`config.mk`:
```
export PLATFORM = sky130hd
export DESIGN_NAME = vip_gaussian_filter_3x3
export DESIGN_NICKNAME = d
export VERILOG_FILES = /design/src/rtl/vip_gaussian_filter_3x3.sv
export SDC_FILE = /design/constraint.sdc
export NUM_CORES = 1
export LEC_CHECK = 0
export CORE_MARGIN = 10
export CORE_UTILIZATION = 38
export DETAILED_ROUTE_END_ITERATION = 10
export PLACE_DENSITY = 0.62
export SETUP_SLACK_MARGIN = 0.15
export SLEW_MARGIN = 20
export SYNTH_ARGS = -nofsm -noshare
export SYNTH_HDL_FRONTEND = slang
export SYNTH_SLANG_ARGS = --single-unit
```
`constraint.sdc`:
```
create_clock -name clk -period 2.71 [get_ports clk]
set_input_delay 0.813 -clock clk [delete_from_list [all_inputs] [get_ports clk]]
set_output_delay 0.813 -clock clk [all_outputs]
set_load 0.05 [all_outputs]
```
`src/rtl/vip_gaussian_filter_3x3.sv`:
```
// 3x3 Gaussian smoothing stage (1-2-1 / 2-4-2 / 1-2-1, divide by 16) with 3-clk fixed latency.
// Optional macro GAUSS_ROUND_EN selects round-half-up (with clamp) instead of truncation.
module vip_gaussian_filter_3x3 #(
  parameter int unsigned IMG_WIDTH = 640,
  parameter int unsigned CNT_W     = 12
) (
  input  logic       clk,
  input  logic       rst_n,
  input  logic       matrix_frame_vsync,
  input  logic       matrix_frame_href,
  input  logic       matrix_frame_hsync,
  input  logic [7:0] matrix_p11,
  input  logic [7:0] matrix_p12,
  input  logic [7:0] matrix_p13,
  input  logic [7:0] matrix_p21,
  input  logic [7:0] matrix_p22,
  input  logic [7:0] matrix_p23,
  input  logic [7:0] matrix_p31,
  input  logic [7:0] matrix_p32,
  input  logic [7:0] matrix_p33,
  output logic       post_frame_vsync,
  output logic       post_frame_href,
  output logic       post_frame_hsync,
  output logic [7:0] post_img_Y
);

  localparam int unsigned PIX_W  = 8;
  localparam int unsigned ROW_W  = 10;
  localparam int unsigned SUM_W  = 12;
  localparam int unsigned SYNC_W = 3;
  localparam int unsigned LAT    = 3;

  localparam logic [CNT_W-1:0] CNT_MAX  = '1;
  localparam logic [CNT_W-1:0] COL_LAST = CNT_W'(IMG_WIDTH - 1);
  localparam logic [CNT_W-1:0] ROW_MIN  = CNT_W'(2);

  // Position tracking
  logic             r_href_d;
  logic             r_vsync_d;
  logic             r_frame_valid;
  logic [CNT_W-1:0] r_col_cnt;
  logic [CNT_W-1:0] r_row_cnt;

  logic w_href_fall;
  logic w_vsync_rise;
  logic w_border;

  // Pipeline
  logic [ROW_W-1:0] r_r1;
  logic [ROW_W-1:0] r_r2;
  logic [ROW_W-1:0] r_r3;
  logic [PIX_W-1:0] r_ctr_s1;
  logic             r_border_s1;

  logic [SUM_W-1:0] r_sum;
  logic [PIX_W-1:0] r_ctr_s2;
  logic             r_border_s2;

  logic [LAT-1:0][SYNC_W-1:0] r_sync_sr;
  logic [PIX_W-1:0]           r_y;
  logic [PIX_W-1:0]           w_y_filt;
  logic                       w_href_s2;

  function automatic logic [ROW_W-1:0] row_sum(
    input logic [PIX_W-1:0] a,
    input logic [PIX_W-1:0] b,
    input logic [PIX_W-1:0] c
  );
    row_sum = ROW_W'(a) + {1'b0, b, 1'b0} + ROW_W'(c);
  endfunction

  assign w_href_fall  = r_href_d & ~matrix_frame_href;
  assign w_vsync_rise = matrix_frame_vsync & ~r_vsync_d;

  // Row counts are untrusted until a vsync has been seen since reset
  assign w_border = ~r_frame_valid
                  | (r_row_cnt < ROW_MIN)
                  | (r_col_cnt == '0)
                  | (r_col_cnt >= COL_LAST);

  // Edge-detect history
  always_ff @(posedge clk or negedge rst_n) begin
    if (!rst_n) begin
      r_href_d  <= 1'b0;
      r_vsync_d <= 1'b0;
    end else begin
      r_href_d  <= matrix_frame_href;
      r_vsync_d <= matrix_frame_vsync;
    end
  end

  // Column counter: index of the pixel currently presented
  always_ff @(posedge clk or negedge rst_n) begin
    if (!rst_n) begin
      r_col_cnt <= '0;
    end else if (!matrix_frame_href) begin
      r_col_cnt <= '0;
    end else if (r_col_cnt != CNT_MAX) begin
      r_col_cnt <= r_col_cnt + CNT_W'(1);
    end
  end

  // Row counter: vsync clear takes priority over an href falling edge
  always_ff @(posedge clk or negedge rst_n) begin
    if (!rst_n) begin
      r_row_cnt <= '0;
    end else if (w_vsync_rise) begin
      r_row_cnt <= '0;
    end else if (w_href_fall && (r_row_cnt != CNT_MAX)) begin
      r_row_cnt <= r_row_cnt + CNT_W'(1);
    end
  end

  always_ff @(posedge clk or negedge rst_n) begin
    if (!rst_n) begin
      r_frame_valid <= 1'b0;
    end else if (w_vsync_rise) begin
      r_frame_valid <= 1'b1;
    end
  end

  // Stage 1: horizontal 1-2-1 per row
  always_ff @(posedge clk or negedge rst_n) begin
    if (!rst_n) begin
      r_r1        <= '0;
      r_r2        <= '0;
      r_r3        <= '0;
      r_ctr_s1    <= '0;
      r_border_s1 <= 1'b0;
    end else begin
      r_r1        <= row_sum(matrix_p11, matrix_p12, matrix_p13);
      r_r2        <= row_sum(matrix_p21, matrix_p22, matrix_p23);
      r_r3        <= row_sum(matrix_p31, matrix_p32, matrix_p33);
      r_ctr_s1    <= matrix_p22;
      r_border_s1 <= w_border;
    end
  end

  // Stage 2: vertical 1-2-1 across rows; 4080 max fits 12 bits
  always_ff @(posedge clk or negedge rst_n) begin
    if (!rst_n) begin
      r_sum       <= '0;
      r_ctr_s2    <= '0;
      r_border_s2 <= 1'b0;
    end else begin
      r_sum       <= SUM_W'(r_r1) + {1'b0, r_r2, 1'b0} + SUM_W'(r_r3);
      r_ctr_s2    <= r_ctr_s1;
      r_border_s2 <= r_border_s1;
    end
  end

`ifdef GAUSS_ROUND_EN
  localparam int unsigned RND_W = SUM_W + 1;

  logic [RND_W-1:0] w_sum_rnd;
  logic [RND_W-1:0] w_sum_q;

  // Round half up; clamp kept for safety even though 4080+8 stays in range
  assign w_sum_rnd = RND_W'(r_sum) + RND_W'(8);
  assign w_sum_q   = w_sum_rnd >> 4;
  assign w_y_filt  = (w_sum_q > RND_W'(255)) ? 8'hFF : w_sum_q[PIX_W-1:0];
`else
  logic w_unused_sum_lsb;

  assign w_unused_sum_lsb = ^r_sum[3:0];
  assign w_y_filt         = r_sum[SUM_W-1:4];
`endif

  assign w_href_s2 = r_sync_sr[1][1];

  // Stage 3: blank outside href, passthrough on border, else filtered
  always_ff @(posedge clk or negedge rst_n) begin
    if (!rst_n) begin
      r_y <= '0;
    end else if (!w_href_s2) begin
      r_y <= '0;
    end else if (r_border_s2) begin
      r_y <= r_ctr_s2;
    end else begin
      r_y <= w_y_filt;
    end
  end

  // Sync delay line {vsync, href, hsync}, aligned with the pixel pipeline
  always_ff @(posedge clk or negedge rst_n) begin
    if (!rst_n) begin
      r_sync_sr <= '0;
    end else begin
      r_sync_sr <= {r_sync_sr[LAT-2:0],
                    {matrix_frame_vsync, matrix_frame_href, matrix_frame_hsync}};
    end
  end

  assign post_frame_vsync = r_sync_sr[LAT-1][2];
  assign post_frame_href  = r_sync_sr[LAT-1][1];
  assign post_frame_hsync = r_sync_sr[LAT-1][0];
  assign post_img_Y       = r_y;

endmodule

```
======== Yosys cells after proc, flatten, opt, wreduce, memory -nomap -nowiden ========
Cells that the tools add are included.
word-level totals
  register bits ........................... 104
  bits of input ports ..................... 77
  output and inout port bits .............. 11
  word-level logic and storage cells ...... 49
cells by class
  $add $sub $neg .......................... 10
  $lt $le $gt $ge ......................... 2
  equal/unequal tests ..................... 3
  multiplexer cells ....................... 6
  bitwise logic cells ..................... 8
  reductions and logical operators ........ 3
operators with widths
  operator                 number
  $mux W12                 4
  $add A10 B8 Y10          3
  $add A8 B9 Y10           3
  $add A12 B1 Y12 const B  2
  $ne A12 B12 Y1 const B   2
  $mux W8                  2
  $add A10 B11 Y12         1
  $add A12 B10 Y12         1
  $ge A12 B10 Y1 const B   1
  $logic_not A12 Y1        1
  $lt A12 B2 Y1 const B    1
  $not A1 Y1               3
  $or A1 B1 Y1             3
  $and A1 B1 Y1            2
  $ne A2 B1 Y1 const B     1
  $reduce_bool A2 Y1       1
  $logic_and A1 B1 Y1      1

======== Depth between registers and ports, before layout ========
Gate-level depths: netlist (run 1).
  word-level depth ........................ 5
  gate-level depth with buffers ........... 11
  mapped depth without buffers ............ 11

======== Least setup slack after synthesis (run 1) ========
Ideal clock, no wire load.
  kind .................................... input to register
  from .................................... input port matrix_p31[1]
  to ...................................... register r_r3[9]
  library setup time ...................... 0.118 ns
  data arrival time ....................... 2.846 ns
  slack ................................... -0.254 ns
  stages on the path ...................... 10
  path through ............................ inv_1 > fa_1 > inv_1 > ha_1 > fa_1 > a21o_1 > a21oi_1 > o21ai_0 > a21o_1 > a21o_1
between the ends
  cells in the longest elaborated chain, start to end .. 2
ends and longest elaborated chain
  element               line  text
  start, declared       18    input logic [7:0] matrix_p31,
  $add A8 B9 Y10        69    row_sum = ROW_W'(a) + {1'b0, b, 1'b0} + ROW_W'(c);
  $add A10 B8 Y10       69
  end signal, assigned  133   r_r3 <= row_sum(matrix_p31, matrix_p32, matrix_p33);
  end, declared         51    logic [ROW_W-1:0] r_r3;
Every way passes these cells.
A chain may end at the register's enable or synchronous reset.

======== Worst setup path after layout (run 1) ========
  from .................................... input port matrix_p32[0]
  to ...................................... register r_r3[9]
between the ends
  cells in the longest elaborated chain, start to end .. 2
ends and longest elaborated chain
  element          line  text
  start, declared  19    input logic [7:0] matrix_p32,
  $add A8 B9 Y10   69
  $add A10 B8 Y10  69
Every way passes these cells.

==> metrics, run 1 <==
status=completed; DR WL/cell=between 10 and 15 um; Port Buffer Count=87; Setup crit end kind=flop; vias in the first global route=about 3900; Hold Crit Start=r_ctr_s1[3]$_DFF_PN0_; Fillers=1156; biggest area consumer among synthesized cells=dfrtp_1; DRT Pass-1 Iters=4; area grow syn2layout=35.97%; htree depth=3; fmax=0.3880 GHz; syn nets=approximately 590; placed cells=731; Simple-Gate Fraction of Synth Area=about an eighth; layout net count=around 720; DRT iter0 DRCs=~140; Hold Path Class=flop to flop; mean post-synth cell area=about 12 um2; Clock transition at path regs=0.06 ns; first-pass GRT wire length=~18000 um; WS Path Type=input pin to flop; Adder-Cell Fraction of Synth Area=between 20% and 30%; Core Area=between 10000 and 15000 um2; crit share post-route=95.10%; sequential fraction of the synthesis area=46.53%; synthesized cell area=approximately 5300 um2; asr flop ratio synth=100.0%; I/O pins=88; ant diodes=0; FP Rows=42; non-filler cells in the finished layout=754; crit start category=input pin; Endpoint, Worst Hold=r_ctr_s2[3]$_DFF_PN0_; final setup margin=0.1327 ns; clock sink count=98; most common cell after layout, fill and taps aside=dfrtp_1; final setup fails=0; cell depth of the worst hold path=0; CTS root buf=clkbuf_16; RSZ-0062 raised after global routing=yes; r2r startpoint=r_r1[2]$_DFF_PN0_; GR Overflow Total=0; crit-path max FO=3; number of max-cap violations=0; Setup Skew=around 0.0067 ns; DP HPWL=approximately 8500 um; Pleak=3.288 nW; Crit path required time=about 2.9 ns; Die X=between 100 and 150 um; routed wire length=approximately 11000 um; slew margin rel.=65.25%; Synth Area in Compound Gates=8.642%; Total GRT Usage=a little under an eighth; vias after detailed routing=roughly 3600; Final min period=2.577 ns; r2r setup slk=0.37 ns; die area=18980 um2; largest family of logic cells by synthesized area=adder cells; most frequent cells in the layout=dfrtp_1 (98), clkdlybuf4s50_1 (59), buf_4 (38); Worst path most repeated cell=a21o_1; Post-Synthesis Cells=445; Max Transition Viols Final=0; Synth area leaders=dfrtp_1 (47%), fa_1 (13%), ha_1 (9.3%); post-route ant nets=0; worst reg-to-reg path cell count=9; latest clock arrival within the worst-skew pair=0.33 ns; VDD IR-drop max=approximately 0.00044 V; Most used DFF post-synth=dfrtp_1; #FFs+latches synth=approximately 100; layout cells sized above 1=roughly 20%; largest net degree at the start of global routing=between 40 and 50; TritonCTS Buffers=9; clock buffer depth=2; CTS tree=done; Syn. warnings=0; top cell type's share of synthesized area=46.53%; DRC viols=0; Max stage delay cell, worst path=fa_1; Routability Congestion=0.8477; pre-CTS setup slack=-0.7947 ns; Final Hold Vio Count=0; Die Y=approximately 140 um; pwr dens=roughly 780 nW/um2; CP cell instances=buf_6, inv_2, fa_1, inv_2, ha_4, fa_2, a21o_1, a21oi_4, o21ai_2, a21o_1, a21o_1; post-synth cell types=roughly 50; initial antenna violation count=0; mux share of post-synthesis cell area=about 2.1%; routed vias/inst=roughly 4.8; Worst Tran Pin Value=around 0.52 ns; Worst R2R End=r_sum[11]$_DFF_PN0_; Post-synth EDFFs=0; Initial Utilization=around 40%; Synth Area in XOR/XNOR=under 10%; Worst EP arrival=roughly 2.8 ns; Max stage delay on crit path=around 0.55 ns
[logic make-up after synthesis]
logic type / after synthesis
compound gates: 66
xor+xnor: 32
fa+ha+maj: 72
buf+inv: 45
flops: 98
mux: 11
simple gates: 121
[timing repair]
item / 4_1_cts / 5_1_grt
gates resized for setup: 66 / 41
pin swaps: 29 / 29
hold buffers: 0 / 0
buffers inserted: 5 / 3
endpoints found under the setup margin: 16 / 16
[sequential cells by signal, summed over array words and instances, names as in the netlist, 6 cells and up]
register	cells
post_img_Y	8
r_col_cnt	12
r_ctr_s1	8
r_ctr_s2	8
r_r1	10
r_r2	10
r_r3	10
r_row_cnt	12
r_sum	8
r_sync_sr	6
[stage by stage]
step                util [%]  TNS [ns]  area [um2]  hold slack (ns)  total power [mW]
finish                 53.47         0        7166           0.3469             5.621
global route           53.47         0        7166           0.3575             6.062
CTS                    52.19         0        6994           0.3487             5.552
detailed placement     49.19    -9.060        6591           0.3347             4.102
global placement       49.19    -8.282        6591           0.3351             4.056
floorplan                  -  -0.06811        5301           0.3312             3.430
[cell type report]
cell class,count,area (um2),area share (%)
Clock buffer,13,260.3,3.632
Inverter,38,162.7,2.270
Tap cell,176,220.2,3.073
Multi-Input combinational cell,302,2851,39.79
Timing Repair Buffer,125,1159,16.17
Sequential cell,98,2452,34.22
Clock inverter,2,60.06,0.8381
[synthesized netlist by cell type (4+ instances only)]
master,instances
a21oi_1,13
nor4_1,4
o21a_1,4
o21ai_0,15
xor2_1,12
nor2b_1,14
nor3b_1,4
nand2_1,15
ha_1,39
clkbuf_1,4
nor3_1,8
a21o_1,8
xnor2_1,20
nor2_1,32
inv_1,38
mux2i_1,11
fa_1,33
dfrtp_1,98
and2_1,9
nand3_1,14
[critical path, delay by kind of cell]
family | cells | cell delay, ns
adder cells (fa/ha/maj) | 3 | 1.07
AO/OA/AOI/OAI | 5 | 0.78
buffers and inverters | 3 | 0.15
[routing by layer]
metal,global-route usage [%],wire [um]
met1,14.11,4586
met3,3.132,497
met4,4.171,163
met2,20.04,5543
met5,0,0
[how the worst max path moves through the flow]
stage / from / end / slack [ns]
5_1_grt: matrix_p32[0] / r_r3[9]$_DFF_PN0_ / 0.07
6_report: matrix_p32[0] / r_r3[9]$_DFF_PN0_ / 0.13
2_1_floorplan: matrix_p33[1] / r_r3[9]$_DFF_PN0_ / -0.06
3_3_place_gp: matrix_p33[1] / r_r3[9]$_DFF_PN0_ / -0.73
3_5_place_dp: matrix_p33[1] / r_r3[9]$_DFF_PN0_ / -0.79
4_1_cts: matrix_p33[1] / r_r3[9]$_DFF_PN0_ / 0.09
[report_power, final]
part           switching, mW  internal (mW)
Combinational           1.20           1.18
Clock                  0.494          0.854
Sequential             0.135           1.76
Total                   1.83           3.79
Power figures use the tool's default switching activity.
==> inputs of run 2 (changes only) <==
Settings changed: SKIP_CTS_REPAIR_TIMING set to 1.
==> run 2 against run 1 <==
Compared with the run above: cell count fell by 0.40%; sequential power barely moved; first-iteration DRC count rose by 5.9%; combinational power fell by 2%; critical path depth did not move; sequential cell count did not move; hold slack barely moved; sequential share of layout area rose by 0.084 points; clock power barely moved; final area fell by 0.24%; clock skew fell by 0.00059 ns; total power fell by 0.61%; highest routed layer unchanged.
==> metrics, run 2 (same netlist as run 1, synthesis figures left out) <==
die area=between 15000 and 20000 um2; r2r setup slk=0.37 ns; Final min period=approximately 2.6 ns; worst reg-to-reg path cell count=9; DRT Pass-1 Iters=4; Max stage delay on crit path=about 0.54 ns; CP cell instances=buf_8, inv_8, fa_1, inv_2, ha_4, fa_2, a21o_1, a21oi_2, o21ai_2, a21o_1, a21o_1; Finished Cell Area=between 7000 and 8000 um2; Port Buffer Count=87; routed wire length=around 11000 um; Worst EP arrival=between 2 and 3 ns; r2r startpoint=r_r2[1]$_DFF_PN0_; number of max-cap violations=0; Worst Tran Pin Value=0.5197 ns; Max stage delay cell, worst path=fa_1; post-route ant nets=0; vias in the first global route=~3900; Util after Layout=a little over half; fmax=about 0.38 GHz; initial antenna violation count=0; Clock transition at path regs=around 0.060 ns; Worst path most repeated cell=a21o_1; CTS root buf=clkbuf_16; cell depth of the worst hold path=0; Core Area=13400 um2; latest clock arrival within the worst-skew pair=around 0.33 ns; first-pass GRT wire length=~18000 um; clock sink count=98; Final Hold Vio Count=0; DRC viols=0; routed vias/inst=between 4 and 5; DP HPWL=8533 um; most common cell after layout, fill and taps aside=dfrtp_1; layout cells sized above 1=18.26%; slew margin rel.=roughly two thirds; Endpoint, Worst Hold=r_ctr_s2[3]$_DFF_PN0_; TNS Setup=0 ns; Crit path required time=a little under 3 ns; Setup Skew=0.006106 ns; WS Path Type=input pin to flop; Die Y=137.8 um; Total GRT Usage=a little under an eighth; Routability Congestion=around 0.85; pwr dens=781.5 nW/um2; Worst R2R End=r_sum[9]$_DFF_PN0_; I/O pins=88; largest net degree at the start of global routing=42; ant diodes=0; DRT iter0 DRCs=~140; VDD IR-drop max=0.0004453 V; final setup fails=0; Fillers=about 1200; RSZ-0062 raised after global routing=yes; most frequent cells in the layout=dfrtp_1 (98), clkdlybuf4s50_1 (59), buf_4 (35); Hold Crit Start=r_ctr_s1[3]$_DFF_PN0_; TritonCTS Buffers=9; FP Rows=between 40 and 50; CTS tree=done; Setup crit end kind=flop; status=completed; htree depth=3; crit share post-route=96.15%; crit-path max FO=3; clock buffer depth=2; Pleak=around 3.4 nW; Max Transition Viols Final=0; crit start category=input pin; GR Overflow Total=0; vias after detailed routing=~3600; DR WL/cell=between 10 and 15 um; Initial Utilization=39.33%; placed cell area=~6600 um2; Hold Path Class=flop to flop; Die X=between 100 and 150 um; layout net count=720; area grow syn2layout=35.64%; biggest regs=r_col_cnt: 12 flops, r_row_cnt: 12 flops; total power=approximately 5.6 mW
## run 2: worst max-delay path, delay by kind of cell
kind,cells,cell delay [ns]
buffers and inverters,3,0.15
adder cells (fa/ha/maj),3,1.04
AO/OA/AOI/OAI,5,0.82
## run 2: how the worst max path moves through the flow
stage,from,end,slack [ns],cells past startpoint
floorplan,matrix_p33[1],r_r3[9]$_DFF_PN0_,-0.06,10
global placement,matrix_p33[1],r_r3[9]$_DFF_PN0_,-0.73,11
detailed placement,matrix_p33[1],r_r3[9]$_DFF_PN0_,-0.79,11
CTS,matrix_p33[1],r_r3[9]$_DFF_PN0_,-0.44,11
global route,matrix_p33[1],r_r3[9]$_DFF_PN0_,0.03,11
finish,matrix_p33[1],r_r3[9]$_DFF_PN0_,0.10,11
## run 2: layout make-up
cell class / count / area, um2 / area share, %
Tap cell: 176 / 220.2 / 3.081
Sequential cell: 98 / 2452 / 34.31
Multi-Input combinational cell: 302 / 2821 / 39.47
Clock buffer: 13 / 260.3 / 3.641
Clock inverter: 2 / 60.06 / 0.8402
Inverter: 38 / 157.7 / 2.205
Timing Repair Buffer: 122 / 1176 / 16.45
## run 2: metal layers
layer,up-vias,track usage (%),wire length (um)
met5,-,0,0
li1,1763,-,-
met4,0,3.940,182
met1,1774,14.02,4566
met2,73,19.72,5486
met3,12,3.132,528
## run 2: through the flow
step | hold slack [ns] | setup slack (ns) | instances
2_1_floorplan | 0.3312 | -0.06195 | 445
3_3_place_gp | 0.3351 | -0.7325 | 731
3_5_place_dp | 0.3347 | -0.7947 | 731
4_1_cts | 0.3487 | -0.4377 | 746
5_1_grt | 0.3572 | 0.02916 | 751
6_report | 0.3468 | 0.1043 | 751
## run 2: where the power goes
group          switching (mW)  internal (mW)  total, mW
clock                   0.497          0.855       1.35
sequential              0.134           1.76       1.89
combinational            1.18           1.16       2.34
==> inputs of run 3 (changes only) <==
Clock period 2.71 ns to 2.45 ns, I/O delays scaled along.
==> run 3 against run 2 <==
Compared with the run above: sequential cell count unchanged; critical path depth fell by 1; non-clock buffer count is 6 higher; cell count is 0.93% higher; the run now ends with setup timing left; clock power about the same; via count shrank 0.47%; first-iteration DRC count fell by 24%; combinational power increased by 35%.
==> metrics, run 3 (same netlist as run 1, synthesis figures left out) <==
pwr dens=roughly 900 nW/um2; DR WL/cell=about 15 um; post-route ant nets=0; TritonCTS Buffers=9; Core Area=between 10000 and 15000 um2; Worst Tran Pin Value=0.5565 ns; Die X=about 140 um; Clock transition at path regs=0.06 ns; Final min period=~2.5 ns; number of max-cap violations=0; crit-path max FO=3; most common cell after layout, fill and taps aside=dfrtp_1; crit share post-route=101.7%; non-filler cells in the finished layout=between 700 and 800; initial antenna violation count=0; WS Path Type=input pin to flop; DRT iter0 DRCs=between 100 and 150; TNS Setup=-0.08097 ns; Max Transition Viols Final=0; Setup Skew=0.01257 ns; r2r startpoint=r_r1[7]$_DFF_PN0_; Worst EP arrival=roughly 2.7 ns; Hold Path Class=flop to flop; Hold Crit Start=r_ctr_s1[3]$_DFF_PN0_; layout cells sized above 1=a little over a fifth; Fillers=1122; status=finished with violations; DP HPWL=approximately 8400 um; Die Y=between 100 and 150 um; routed vias/inst=about 4.8; violated checks=setup timing; I/O pins=approximately 90; r2r setup slk=roughly 0.13 ns; most frequent cells in the layout=dfrtp_1 (98), clkdlybuf4s50_1 (41), dlymetal6s2s_1 (38), buf_4 (38), nor2_1 (30); cell depth of the worst hold path=0; DRC viols=0; final setup fails=2; largest net degree at the start of global routing=between 40 and 50; clock sink count=98; Routability Congestion=about 0.85; vias after detailed routing=approximately 3600; Setup crit end kind=flop; DRT Pass-1 Iters=4; FP Rows=42; slew margin rel.=62.90%; htree depth=3; latest clock arrival within the worst-skew pair=approximately 0.35 ns; Port Buffer Count=87; placed cells=roughly 740; Total GRT Usage=11.40%; GR Overflow Total=0; Endpoint, Worst Hold=r_ctr_s2[3]$_DFF_PN0_; first-pass GRT wire length=~17000 um; area of the multi-input gates=between 2000 and 3000 um2; ant diodes=0; crit start category=input pin; Worst R2R End=r_sum[11]$_DFF_PN0_; biggest regs=r_col_cnt: 12 flops, r_row_cnt: 12 flops; area grow syn2layout=39.65%; fmax=~0.40 GHz; Initial Utilization=between 30% and 40%; Crit path required time=roughly 2.7 ns; worst reg-to-reg path cell count=6; Worst Hold Slack=roughly 0.35 ns; Final Hold Vio Count=0; layout net count=726; die area=18980 um2; CTS root buf=clkbuf_16; clock buffer depth=2; RSZ-0062 raised after global routing=yes; final setup margin=-0.04100 ns; Pleak=around 3.6 nW; CTS tree=done; Reg area=roughly 2500 um2; VDD IR-drop max=approximately 0.00051 V; routed wire length=about 11000 um; vias in the first global route=around 3800
## run 3: cell types whose count changed in the layout (fill, tap and decap cells not counted), moves of 3 or more
| cell | previous run | this run |
|---|---|---|
| buf_4 | 35 | 38 |
| buf_6 | 0 | 4 |
| clkdlybuf4s50_1 | 59 | 41 |
| dlymetal6s2s_1 | 21 | 38 |
| ha_1 | 31 | 27 |
| ha_4 | 5 | 8 |
## run 3: where the power goes
part | internal, mW | switching [mW]
Clock | 0.773 | 0.568
Combinational | 1.58 | 1.58
Sequential | 1.95 | 0.148
## run 3: worst max-delay path by stage
stage,from,end,slack (ns)
after global routing,matrix_p33[1],r_r3[9]$_DFF_PN0_,-0.15
final,matrix_p13[0],r_r1[7]$_DFF_PN0_,-0.04
after floorplan,matrix_p33[1],r_r3[9]$_DFF_PN0_,-0.24
after detailed placement,matrix_p23[1],r_r2[9]$_DFF_PN0_,-0.95
after CTS,matrix_p23[1],r_r2[9]$_DFF_PN0_,-0.61
after global placement,matrix_p33[1],r_r3[9]$_DFF_PN0_,-0.91
## run 3: metrics by stage
stage	instance area [um2]	power (mW)	utilization [%]	worst slack, ns
floorplan	5326	3.809	-	-0.2440
detailed placement	6669	4.620	49.77	-0.9486
finish	7360	6.594	54.92	-0.04100
global route	7360	7.071	54.92	-0.1496
global placement	6669	4.569	49.77	-0.9126
CTS	6954	5.989	51.90	-0.6140
## run 3: layout make-up
cell class / count / share of cell area [%]
inverter: 38 / 2.176
clock buffer: 15 / 3.774
sequential: 98 / 33.32
timing repair buffer: 128 / 17.48
multi-input combinational: 302 / 40.16
clock inverter: 1 / 0.1020
tap: 176 / 2.992
## run 3: per-layer routing
| layer | track usage (%) | vias up | share of wire (%) | wire [um] |
|---|---|---|---|---|
| met4 | 4.693 | 0 | 1.6 | 179 |
| li1 | - | 1772 | - | - |
| met5 | 0 | - | 0 | 0 |
| met1 | 13.02 | 1743 | 42 | 4637 |
| met3 | 3.277 | 12 | 4.4 | 491 |
| met2 | 19.61 | 78 | 52 | 5750 |
## run 3: critical path: stages
cell and delay [ns]:
clkdlybuf4s50_1 0.49, ha_2 0.21, ha_4 0.15, inv_4 0.03, fa_2 0.40, nor2b_4 0.13, o21ai_2 0.08, a21boi_2 0.22
o21ai_2 0.11, a21boi_2 0.16
